## config.mk

```make
export PLATFORM = sky130hd
export DESIGN_NAME = axil_slave_regfile
export DESIGN_NICKNAME = d
export VERILOG_FILES = /design/src/rtl/axil_pkg.sv /design/src/rtl/axil_regfile_core.sv /design/src/rtl/axil_slave_regfile.sv
export SDC_FILE = /design/constraint.sdc
export NUM_CORES = 1
export LEC_CHECK = 0
export BUFFER_PORTS_ARGS = -buffer_cell sky130_fd_sc_hd__buf_2
export CORE_UTILIZATION = 48
export DETAILED_ROUTE_END_ITERATION = 7
export HOLD_SLACK_MARGIN = 0.1
export PLACE_DENSITY = 0.75
export SLEW_MARGIN = 20
export SYNTH_ARGS = -nofsm -noshare
export SYNTH_HDL_FRONTEND = slang
export SYNTH_SLANG_ARGS = --single-unit
```

## constraint.sdc

```tcl
create_clock -name s_axi_aclk -period 2.5 [get_ports s_axi_aclk]
set_input_delay 0.25 -clock s_axi_aclk [delete_from_list [all_inputs] [get_ports s_axi_aclk]]
set_output_delay 0.25 -clock s_axi_aclk [all_outputs]
set_load 0.03 [all_outputs]
```

## src/rtl/axil_pkg.sv

```systemverilog
// Shared AXI4-Lite register-bank definitions.
//
// Contents:
//   RESP_OKAY / RESP_SLVERR  response codes (zero-extend to the bus response width)
//   wstate_e / rstate_e      write and read channel FSM states
//   decode_t / axil_decode   address decode: register index plus error flag
package axil_pkg;

    localparam logic [1:0] RESP_OKAY   = 2'd0;
    localparam logic [1:0] RESP_SLVERR = 2'd2;

    typedef enum logic {W_IDLE, W_RESP} wstate_e;
    typedef enum logic {R_IDLE, R_DATA} rstate_e;

    typedef struct packed {
        logic [31:0] idx;
        logic        err;
    } decode_t;

    // Word index from the byte address; errors on misalignment, out-of-range
    // addresses, and on writes to the read-only ID register at index 0.
    function automatic decode_t axil_decode(input logic [31:0] addr,
                                            input logic        is_write,
                                            input int unsigned num_regs);
        decode_t d;
        d.idx = (addr >> 2) & (num_regs - 32'd1);
        d.err = (addr[1:0] != 2'b00) || (addr >= num_regs * 32'd4) ||
                (is_write && (d.idx == 32'd0));
        return d;
    endfunction

endpackage

```

## src/rtl/axil_regfile_core.sv

```systemverilog
// Register array for the AXI4-Lite register bank.
//
// Register 0 is the constant ID_VALUE; registers 1..NUM_REGS-1 are storage.
// One write port with byte-lane merge and one combinational read port.
//
// Ports:
//   clk, rst       clock, synchronous active-high reset
//   we, widx       write enable and register index
//   wdata, wstrb   write data and byte strobes
//   ridx, rdata    read index and combinational read data
//   reg_out        all registers, reg k at [k*DATA_WIDTH +: DATA_WIDTH]
//
// Build option: AXIL_REGFILE_WSTRB_EN honours wstrb per byte lane; when
// undefined, every write updates the full word.
module axil_regfile_core #(
    parameter int unsigned DATA_WIDTH = 32,
    parameter int unsigned NUM_REGS   = 8,
    parameter logic [31:0] ID_VALUE   = 32'hA11E_0001,
    localparam int unsigned IDX_W     = $clog2(NUM_REGS)
) (
    input  logic                           clk,
    input  logic                           rst,
    input  logic                           we,
    input  logic [IDX_W-1:0]               widx,
    input  logic [DATA_WIDTH-1:0]          wdata,
    input  logic [DATA_WIDTH/8-1:0]        wstrb,
    input  logic [IDX_W-1:0]               ridx,
    output logic [DATA_WIDTH-1:0]          rdata,
    output logic [NUM_REGS*DATA_WIDTH-1:0] reg_out
);

    logic [DATA_WIDTH-1:0]          regs_q [NUM_REGS-1:1];
    logic [DATA_WIDTH-1:0]          wmask;
    logic [NUM_REGS*DATA_WIDTH-1:0] reg_flat;

`ifdef AXIL_REGFILE_WSTRB_EN
    always_comb begin
        wmask = '0;
        for (int b = 0; b < DATA_WIDTH / 8; b++) begin
            wmask[b*8 +: 8] = {8{wstrb[b]}};
        end
    end
`else
    logic unused_wstrb;
    assign wmask        = '1;
    assign unused_wstrb = ^wstrb;
`endif

    always_ff @(posedge clk) begin
        if (rst) begin
            for (int k = 1; k < NUM_REGS; k++) begin
                regs_q[k] <= '0;
            end
        end else if (we) begin
            for (int k = 1; k < NUM_REGS; k++) begin
                if (widx == IDX_W'(k)) begin
                    regs_q[k] <= (regs_q[k] & ~wmask) | (wdata & wmask);
                end
            end
        end
    end

    always_comb begin
        reg_flat = '0;
        reg_flat[0 +: DATA_WIDTH] = DATA_WIDTH'(ID_VALUE);
        for (int k = 1; k < NUM_REGS; k++) begin
            reg_flat[k*DATA_WIDTH +: DATA_WIDTH] = regs_q[k];
        end
    end

    assign rdata   = reg_flat[ridx*DATA_WIDTH +: DATA_WIDTH];
    assign reg_out = reg_flat;

endmodule

```

## src/rtl/axil_slave_regfile.sv

```systemverilog
// AXI4-Lite slave register bank.
//
// Terminates AXI4-Lite reads and writes into NUM_REGS 32-bit registers and
// exposes all of them on reg_out. Register 0 is a read-only ID register.
// All ready/valid outputs are registered; read and write channels are
// independent. A same-edge read of a register being written returns the
// old value.
//
// Ports:
//   s_axi_aclk, s_axi_areset   clock, synchronous active-high reset
//   s_axi_aw*, s_axi_w*        write address / data channels
//   s_axi_b*                   write response channel
//   s_axi_ar*, s_axi_r*        read address / data channels
//   reg_out                    register contents, reg k at [k*32 +: 32]
//
// Build option: AXIL_REGFILE_WSTRB_EN enables byte-strobe writes.
module axil_slave_regfile
    import axil_pkg::*;
#(
    parameter int unsigned DATA_WIDTH = 32,
    parameter int unsigned ADDR_WIDTH = 8,
    parameter int unsigned RESP_WIDTH = 3,
    parameter int unsigned NUM_REGS   = 8,
    parameter logic [31:0] ID_VALUE   = 32'hA11E_0001
) (
    input  logic                           s_axi_aclk,
    input  logic                           s_axi_areset,
    input  logic [ADDR_WIDTH-1:0]          s_axi_awaddr,
    input  logic                           s_axi_awvalid,
    output logic                           s_axi_awready,
    input  logic [DATA_WIDTH-1:0]          s_axi_wdata,
    input  logic [DATA_WIDTH/8-1:0]        s_axi_wstrb,
    input  logic                           s_axi_wvalid,
    output logic                           s_axi_wready,
    output logic [RESP_WIDTH-1:0]          s_axi_bresp,
    output logic                           s_axi_bvalid,
    input  logic                           s_axi_bready,
    input  logic [ADDR_WIDTH-1:0]          s_axi_araddr,
    input  logic                           s_axi_arvalid,
    output logic                           s_axi_arready,
    output logic [DATA_WIDTH-1:0]          s_axi_rdata,
    output logic [RESP_WIDTH-1:0]          s_axi_rresp,
    output logic                           s_axi_rvalid,
    input  logic                           s_axi_rready,
    output logic [NUM_REGS*DATA_WIDTH-1:0] reg_out
);

    localparam int unsigned IDX_W = $clog2(NUM_REGS);

    wstate_e                 w_state_q;
    logic                    awready_q, wready_q, bvalid_q;
    logic [ADDR_WIDTH-1:0]   awaddr_q;
    logic [DATA_WIDTH-1:0]   wdata_q;
    logic [DATA_WIDTH/8-1:0] wstrb_q;
    logic [RESP_WIDTH-1:0]   bresp_q;

    rstate_e                 r_state_q;
    logic                    arready_q, rvalid_q;
    logic [DATA_WIDTH-1:0]   rdata_q;
    logic [RESP_WIDTH-1:0]   rresp_q;

    logic                    aw_hs, w_hs, ar_hs;
    logic                    have_aw, have_w, wr_fire, we;
    logic [ADDR_WIDTH-1:0]   wr_addr;
    logic [DATA_WIDTH-1:0]   wr_data;
    logic [DATA_WIDTH/8-1:0] wr_strb;
    decode_t                 wr_dec, rd_dec;
    logic [DATA_WIDTH-1:0]   core_rdata;
    logic                    unused_dec;

    assign aw_hs = s_axi_awvalid & awready_q;
    assign w_hs  = s_axi_wvalid & wready_q;
    assign ar_hs = s_axi_arvalid & arready_q;

    // In W_IDLE a dropped ready means that beat is already captured.
    assign have_aw = aw_hs | ~awready_q;
    assign have_w  = w_hs | ~wready_q;
    assign wr_fire = (w_state_q == W_IDLE) & have_aw & have_w;

    // Beats arriving this cycle bypass their capture registers.
    assign wr_addr = aw_hs ? s_axi_awaddr : awaddr_q;
    assign wr_data = w_hs ? s_axi_wdata : wdata_q;
    assign wr_strb = w_hs ? s_axi_wstrb : wstrb_q;

    assign wr_dec = axil_decode(32'(wr_addr), 1'b1, NUM_REGS);
    assign rd_dec = axil_decode(32'(s_axi_araddr), 1'b0, NUM_REGS);
    assign we     = wr_fire & ~wr_dec.err;

    assign unused_dec = ^{wr_dec.idx[31:IDX_W], rd_dec.idx[31:IDX_W]};

    axil_regfile_core #(
        .DATA_WIDTH (DATA_WIDTH),
        .NUM_REGS   (NUM_REGS),
        .ID_VALUE   (ID_VALUE)
    ) u_core (
        .clk     (s_axi_aclk),
        .rst     (s_axi_areset),
        .we      (we),
        .widx    (wr_dec.idx[IDX_W-1:0]),
        .wdata   (wr_data),
        .wstrb   (wr_strb),
        .ridx    (rd_dec.idx[IDX_W-1:0]),
        .rdata   (core_rdata),
        .reg_out (reg_out)
    );

    always_ff @(posedge s_axi_aclk) begin
        if (s_axi_areset) begin
            w_state_q <= W_IDLE;
            awready_q <= 1'b1;
            wready_q  <= 1'b1;
            bvalid_q  <= 1'b0;
            bresp_q   <= '0;
            awaddr_q  <= '0;
            wdata_q   <= '0;
            wstrb_q   <= '0;
        end else begin
            case (w_state_q)
                W_IDLE: begin
                    if (aw_hs) begin
                        awaddr_q  <= s_axi_awaddr;
                        awready_q <= 1'b0;
                    end
                    if (w_hs) begin
                        wdata_q  <= s_axi_wdata;
                        wstrb_q  <= s_axi_wstrb;
                        wready_q <= 1'b0;
                    end
                    if (wr_fire) begin
                        w_state_q <= W_RESP;
                        bvalid_q  <= 1'b1;
                        bresp_q   <= wr_dec.err ? RESP_WIDTH'(RESP_SLVERR)
                                                : RESP_WIDTH'(RESP_OKAY);
                    end
                end
                W_RESP: begin
                    if (s_axi_bready) begin
                        w_state_q <= W_IDLE;
                        bvalid_q  <= 1'b0;
                        awready_q <= 1'b1;
                        wready_q  <= 1'b1;
                    end
                end
                default: w_state_q <= W_IDLE;
            endcase
        end
    end

    always_ff @(posedge s_axi_aclk) begin
        if (s_axi_areset) begin
            r_state_q <= R_IDLE;
            arready_q <= 1'b1;
            rvalid_q  <= 1'b0;
            rdata_q   <= '0;
            rresp_q   <= '0;
        end else begin
            case (r_state_q)
                R_IDLE: begin
                    if (ar_hs) begin
                        r_state_q <= R_DATA;
                        arready_q <= 1'b0;
                        rvalid_q  <= 1'b1;
                        rdata_q   <= rd_dec.err ? '0 : core_rdata;
                        rresp_q   <= rd_dec.err ? RESP_WIDTH'(RESP_SLVERR)
                                                : RESP_WIDTH'(RESP_OKAY);
                    end
                end
                R_DATA: begin
                    if (s_axi_rready) begin
                        r_state_q <= R_IDLE;
                        arready_q <= 1'b1;
                        rvalid_q  <= 1'b0;
                    end
                end
                default: r_state_q <= R_IDLE;
            endcase
        end
    end

    assign s_axi_awready = awready_q;
    assign s_axi_wready  = wready_q;
    assign s_axi_bvalid  = bvalid_q;
    assign s_axi_bresp   = bresp_q;
    assign s_axi_arready = arready_q;
    assign s_axi_rvalid  = rvalid_q;
    assign s_axi_rdata   = rdata_q;
    assign s_axi_rresp   = rresp_q;

endmodule

```

=== Word-level counts from Yosys, hierarchy flattened ===
Memory sizes are Yosys's and may differ from the RTL's.
Index checks and enable logic that the tools add are counted.
Widths: inputs -> output; s select.

* Add/sub/neg operators: 0
* $mul: 0
* Divide/modulo/power cells: 0
* Order comparisons: 2
* Equality and inequality tests: 13
* Shift operators: 1
* Muxes and demuxes: 62
* Bitwise gates (word level): 20
* Reduce and logical (&&, ||, !) cells: 12

{| class="wikitable"
|+ Operator list
! cell !! number
|-
| $mux 32 || 9
|-
| $shiftx 256x9->32 || 1
|-
| $mux 1 || 43
|-
| $logic_not 32->1 || 1
|-
| $ge 8x6->1 const B || 2
|-
| $pmux 1 s2 || 7
|-
| $eq 3x3->1 const B || 4
|-
| $ne 2x2->1 const B || 6
|-
| $reduce_and 2->1 || 6
|-
| $or 1x1->1 || 9
|-
| $mux 8 || 1
|-
| $and 1x1->1 || 6
|-
| $eq 3x2->1 const B || 2
|-
| $not 1->1 || 5
|-
| $mux 2 || 2
|-
| $reduce_bool 2->1 || 2
|-
| $eq 3x1->1 const B || 1
|-
| $logic_or 1x1->1 || 3
|}

* Register bits: 85
* Bits in latches: 0
* Bits in writable memories: 224
* Bits in read-only memories: 0
* Input port bits: 59
* Output and inout port bits: 299
* Logic and storage cells: 123
* Memories: 1

{| class="wikitable"
|+ Memory list
! memory !! depth !! width !! rd ports !! clocked after memory_dff !! write ports !! RTL line !! RTL
|-
| u_core.regs_q || 7 || 32 || 7 || 0 || 7 || axil_regfile_core.sv:32 || <nowiki>logic [DATA_WIDTH-1:0] regs_q [NUM_REGS-1:1];</nowiki>
|}

=== Logic depth before layout (Yosys ltp) ===
* Depth after elaboration: 11
* Gate-level depth with buffers: 7
* Mapped depth without buffers: 4

=== Modules after synthesis ===
From an unflattened synthesis, not the netlist that was laid out.

* Cells, all modules: 1155
* Area, all modules: 14720.4 um^2

{| class="wikitable"
|+ Modules (own cells, without submodules)
! module !! instances !! cells each !! area each (um^2) !! sequential area each (um^2)
|-
| axil_regfile_core || 1 || 726 || 10900.5 || 6726.5
|-
| axil_slave_regfile || 1 || 429 || 3819.9 || 1701.6
|}

=== Least setup slack after synthesis ===
Ideal clock, no wire load.

* Path type: register to register
* Start: register awready_q (netlist: s_axi_awready)
* End: register u_core.regs_q[2][0] (netlist name)
* Library setup time: 390 ps
* Data arrival time: 2339 ps
* Slack: -228 ps
* Cell stages (with the launch flop): 6
* Buffers on the path: 1
* Period minus slack after synthesis: 2728 ps
* Cells stage by stage: dfxtp_1 > buf_6 > nand2_4 > a2111oi_4 > nand4_4 > or2b_1

{| class="wikitable"
|+ RTL lines
! what !! RTL line !! RTL
|-
| start, declared || axil_slave_regfile.sv:51 || <nowiki>logic awready_q, wready_q, bvalid_q;</nowiki>
|-
| start signal, assigned || axil_slave_regfile.sv:110 || <nowiki>awready_q <= 1'b1;</nowiki>
|-
| start signal, assigned || axil_slave_regfile.sv:122 || <nowiki>awready_q <= 1'b0;</nowiki>
|-
| start signal, assigned || axil_slave_regfile.sv:140 || <nowiki>awready_q <= 1'b1;</nowiki>
|}

==> results.py <==
metrics = {
    "clock_network": {
        "postCtsResizedCells": 0,
        "cts.hold.buffers_added": 48,
        "ctsRootBufferMaster": "clkbuf_16",
        "path_clk_slew_ns": 0.06,
        "cts.repair_timing.setup_buffer_count": 0,
        "tritoncts": "built",
        "tritoncts_sink_count": 305,
        "h-tree-depth": 1,
        "clk_path_buf_depth": 3,
        "cts_buffers": 31,
        "insertion_delay_ns": 0.56,
    },
    "global_route": {
        "grt.overflow.total": 0,
        "grt_start_max_net_pins": 66,
        "grt_pass1_wl_um": 57900,
        "grt_antenna_before_repair": 0,
        "all_layer_gr_usage_pct": 26.9,
        "vias_in_the_first_global_route": 10000,
    },
    "flow_run": {
        "cap_violations": 0,
    },
    "power_and_ir_drop": {
        "vdd_drop_max_uv": 496,
        "p_switching_mw": 3.11,
        "totalPowerFinal_mw": 12.0,
        "sw_frac_of_total_pct": 26.0,
        "leakage_nw": 6.77,
        "power_per_cell_area_nw_per_um2": 715,
        "power.clock.fraction_pct": 38.9,
        "combPwrFrac_pct": 13.0,
        "p_seq_share_pct": 48.1,
        "p_int_mw": 8.86,
    },
    "final_layout": {
        "register_area_um2": 8350,
        "insertedDiodeCount": 0,
        "commonest_cells_after_routing_fill_and_taps_aside": "buf_2, nor2_1, edfxtp_1, nand2_1, dfxtp_1",
        "fill_cells": 2124,
        "final_cell_area_um2": 16700,
        "multiInputGateArea_um2": 4480,
        "final_net_count": 1535,
        "layout-drive-gt1-share_pct": 31.1,
        "post_layout_nonfiller_instances": 1872,
        "most_common_library_cell_in_the_layout_ignoring_fill_and_taps": "buf_2",
        "area_growth_pct": 25.2,
    },
    "logic_synthesis": {
        "synth-async-reset-ratio_pct": 0,
        "yosys_warnings": 0,
        "synth_edf_count": 224,
        "postSynthRegisterBits": 305,
        "synth_flop_cell": "edfxtp_1",
        "syn_area_um2": 13400,
        "ys_types": 46,
        "netlist_instances": 1129,
        "synth.avg_cell_area_um2": 11.8,
        "synth-seq-area-share_pct": 62.5,
    },
    "setup_path": {
        "reg2reg_depth": 6,
        "critical_path.max_fanout": 19,
        "worst_setup_path_start_kind": "flip-flop",
        "worst-endpoint-arrival_ns": 2.35,
        "data_required_time_at_the_worst_endpoint_ns": 2.72,
        "setup.worst_path.class": "flip-flop to flip-flop",
        "cp-end-kind": "flip-flop",
    },
    "route": {
        "postRouteAntennaNets": 0,
        "drc": 0,
        "vias": 10200,
        "drt_first_pass_iters": 5,
        "drtIter0Drc": 801,
        "average_wire_per_cell_in_the_routed_design_um": 20.9,
        "viasPerCell": 5.45,
        "drt_wl_total_um": 39100,
    },
    "sta": {
        "finalSetupViolations": 0,
        "max-slew-margin-rel_pct": 31.9,
        "tns_ns": 0,
        "tightest_slew_ns": 1.02,
        "timing.final.crit_share_pct": 85.3,
        "timing.final.crit_period_ns": 2.13,
        "hold_viol_final": 0,
        "fin_skew_ns": 0.0164,
        "rsz0062_at_grt": "no",
        "finalMaxSlewViolations": 0,
        "hold-worst-slack_ns": 0.128,
        "achievable-frequency_ghz": 0.469,
    },
    "placement": {
        "post-dp-hpwl_um": 26100,
        "placed_cells": 1767,
        "finalWeightedCongestion": 0.852,
        "port_buffers": 317,
        "place_area_um2": 15200,
    },
    "floorplanning": {
        "initial_core_util_pct": 49.3,
        "floorplan.io_pins": 358,
        "row_count": 60,
        "die_area_um2": 28500,
        "core_area_um2": 27100,
        "chipHeight_um": 169,
        "die-width_um": 169,
    },
    "outcome": {
        "status": "finished, final reports clean",
    },
    "hold_path": {
        "worst_hold_path.num_cells": 3,
        "worst_hold_path_type": "primary input to flip-flop",
    },
}
-- registers in the layout, indices dropped and copies added (netlist names) --
register and flops:
awaddr_q 8, r_state_q 1, s_axi_arready 1, s_axi_awready 1
s_axi_bresp 1, s_axi_bvalid 1, s_axi_rdata 32, s_axi_rresp 1
s_axi_rvalid 1, s_axi_wready 1, u_core.regs_q 224, w_state_q 1
wdata_q 32
-- area by class of cell --
cell class	count	share of cell area, %
flip-flops and latches	305	49.9
multi-input cells	739	26.8
repair buffers	397	14.4
clock buffers	43	5.03
well taps	372	2.78
clock inverters	14	1.02
inverters	2	0.0449
-- cells by family after synthesis --
group                  Yosys count  share of synthesized area [%]
multiplexers                    80                           8.56
AO/OA/AOI/OAI                  154                           8.43
other                            2                         0.0562
buffers and inverters          119                           5.27
AND/OR/NAND/NOR                469                           15.2
flip-flops                     305                           62.5
-- synth_stat cells (3+ instances only) --
library cell  instances  area share (%)
a21o_1               33             1.9
a21oi_1              39             1.5
a221oi_1             25             1.6
a22oi_1               7            0.39
a2bb2oi_1             7            0.46
a32o_1                7            0.52
and2_1                3            0.14
buf_2                23            0.86
buf_4                41             2.3
buf_6                10            0.84
clkbuf_1             43             1.2
dfxtp_1              81              12
edfxtp_1            224              50
mux2_2               24             2.0
mux2i_1              31             2.3
mux4_2               25             4.2
nand2_1             160             4.5
nand2b_1             14            0.66
nand4_2               4            0.37
nand4_4               3            0.48
nor2_1              237             6.7
nor2b_1              30             1.4
nor3_1                4            0.15
o21ai_1               3            0.11
o31ai_1              24             1.3
-- through the flow --
| stage | util (%) | worst slack [ns] |
|---|---|---|
| after floorplan | - | 0.0148 |
| after global placement | 56.2 | 0.187 |
| after detailed placement | 56.2 | 0.199 |
| after CTS | 61.7 | 0.377 |
| after global routing | 61.7 | 0.273 |
| final | 61.7 | 0.367 |
-- critical path, cell delays in order (launching register included) --
cell,delay (ns)
dfxtp_1,0.45
buf_4,0.20
and4bb_1,0.22
a22o_2,0.33
nand4_4,0.11
or2b_2,0.19
buf_4,0.30
-- final timing paths --
check                                                  start                            endpoint  slack (ns)
worst max-delay path              s_axi_awready$_SDFFE_PP1P_  u_core.regs_q[3][14]$_SDFFCE_PN0P_        0.37
worst min-delay path                           s_axi_arvalid          s_axi_arready$_SDFFE_PP1P_        0.13
worst max register to register    s_axi_awready$_SDFFE_PP1P_  u_core.regs_q[3][14]$_SDFFCE_PN0P_        0.37
worst min register to register  s_axi_rdata[15]$_SDFFE_PP0P_        s_axi_rdata[15]$_SDFFE_PP0P_        0.45
-- per-layer routing --
layer  part of all wire, %  GRT usage, %  vias up
li1                      -             -     4632
met1                    39          33.6     4913
met2                    47          43.7      546
met3                   9.4          7.01      119
met4                   5.1          13.2        0
met5                     0             0        -
-- power by group through the flow --
stage / Sequential, mW / Clock (mW) / Combinational (mW)
finish: 5.75 / 4.66 / 1.56
global route: 5.77 / 4.91 / 1.66
CTS: 5.75 / 4.70 / 1.56
detailed placement: 5.86 / 0 / 1.50
global placement: 5.85 / 0 / 1.47
floorplan: 6.15 / 0 / 0.757
(Power assumes the default switching activity.)
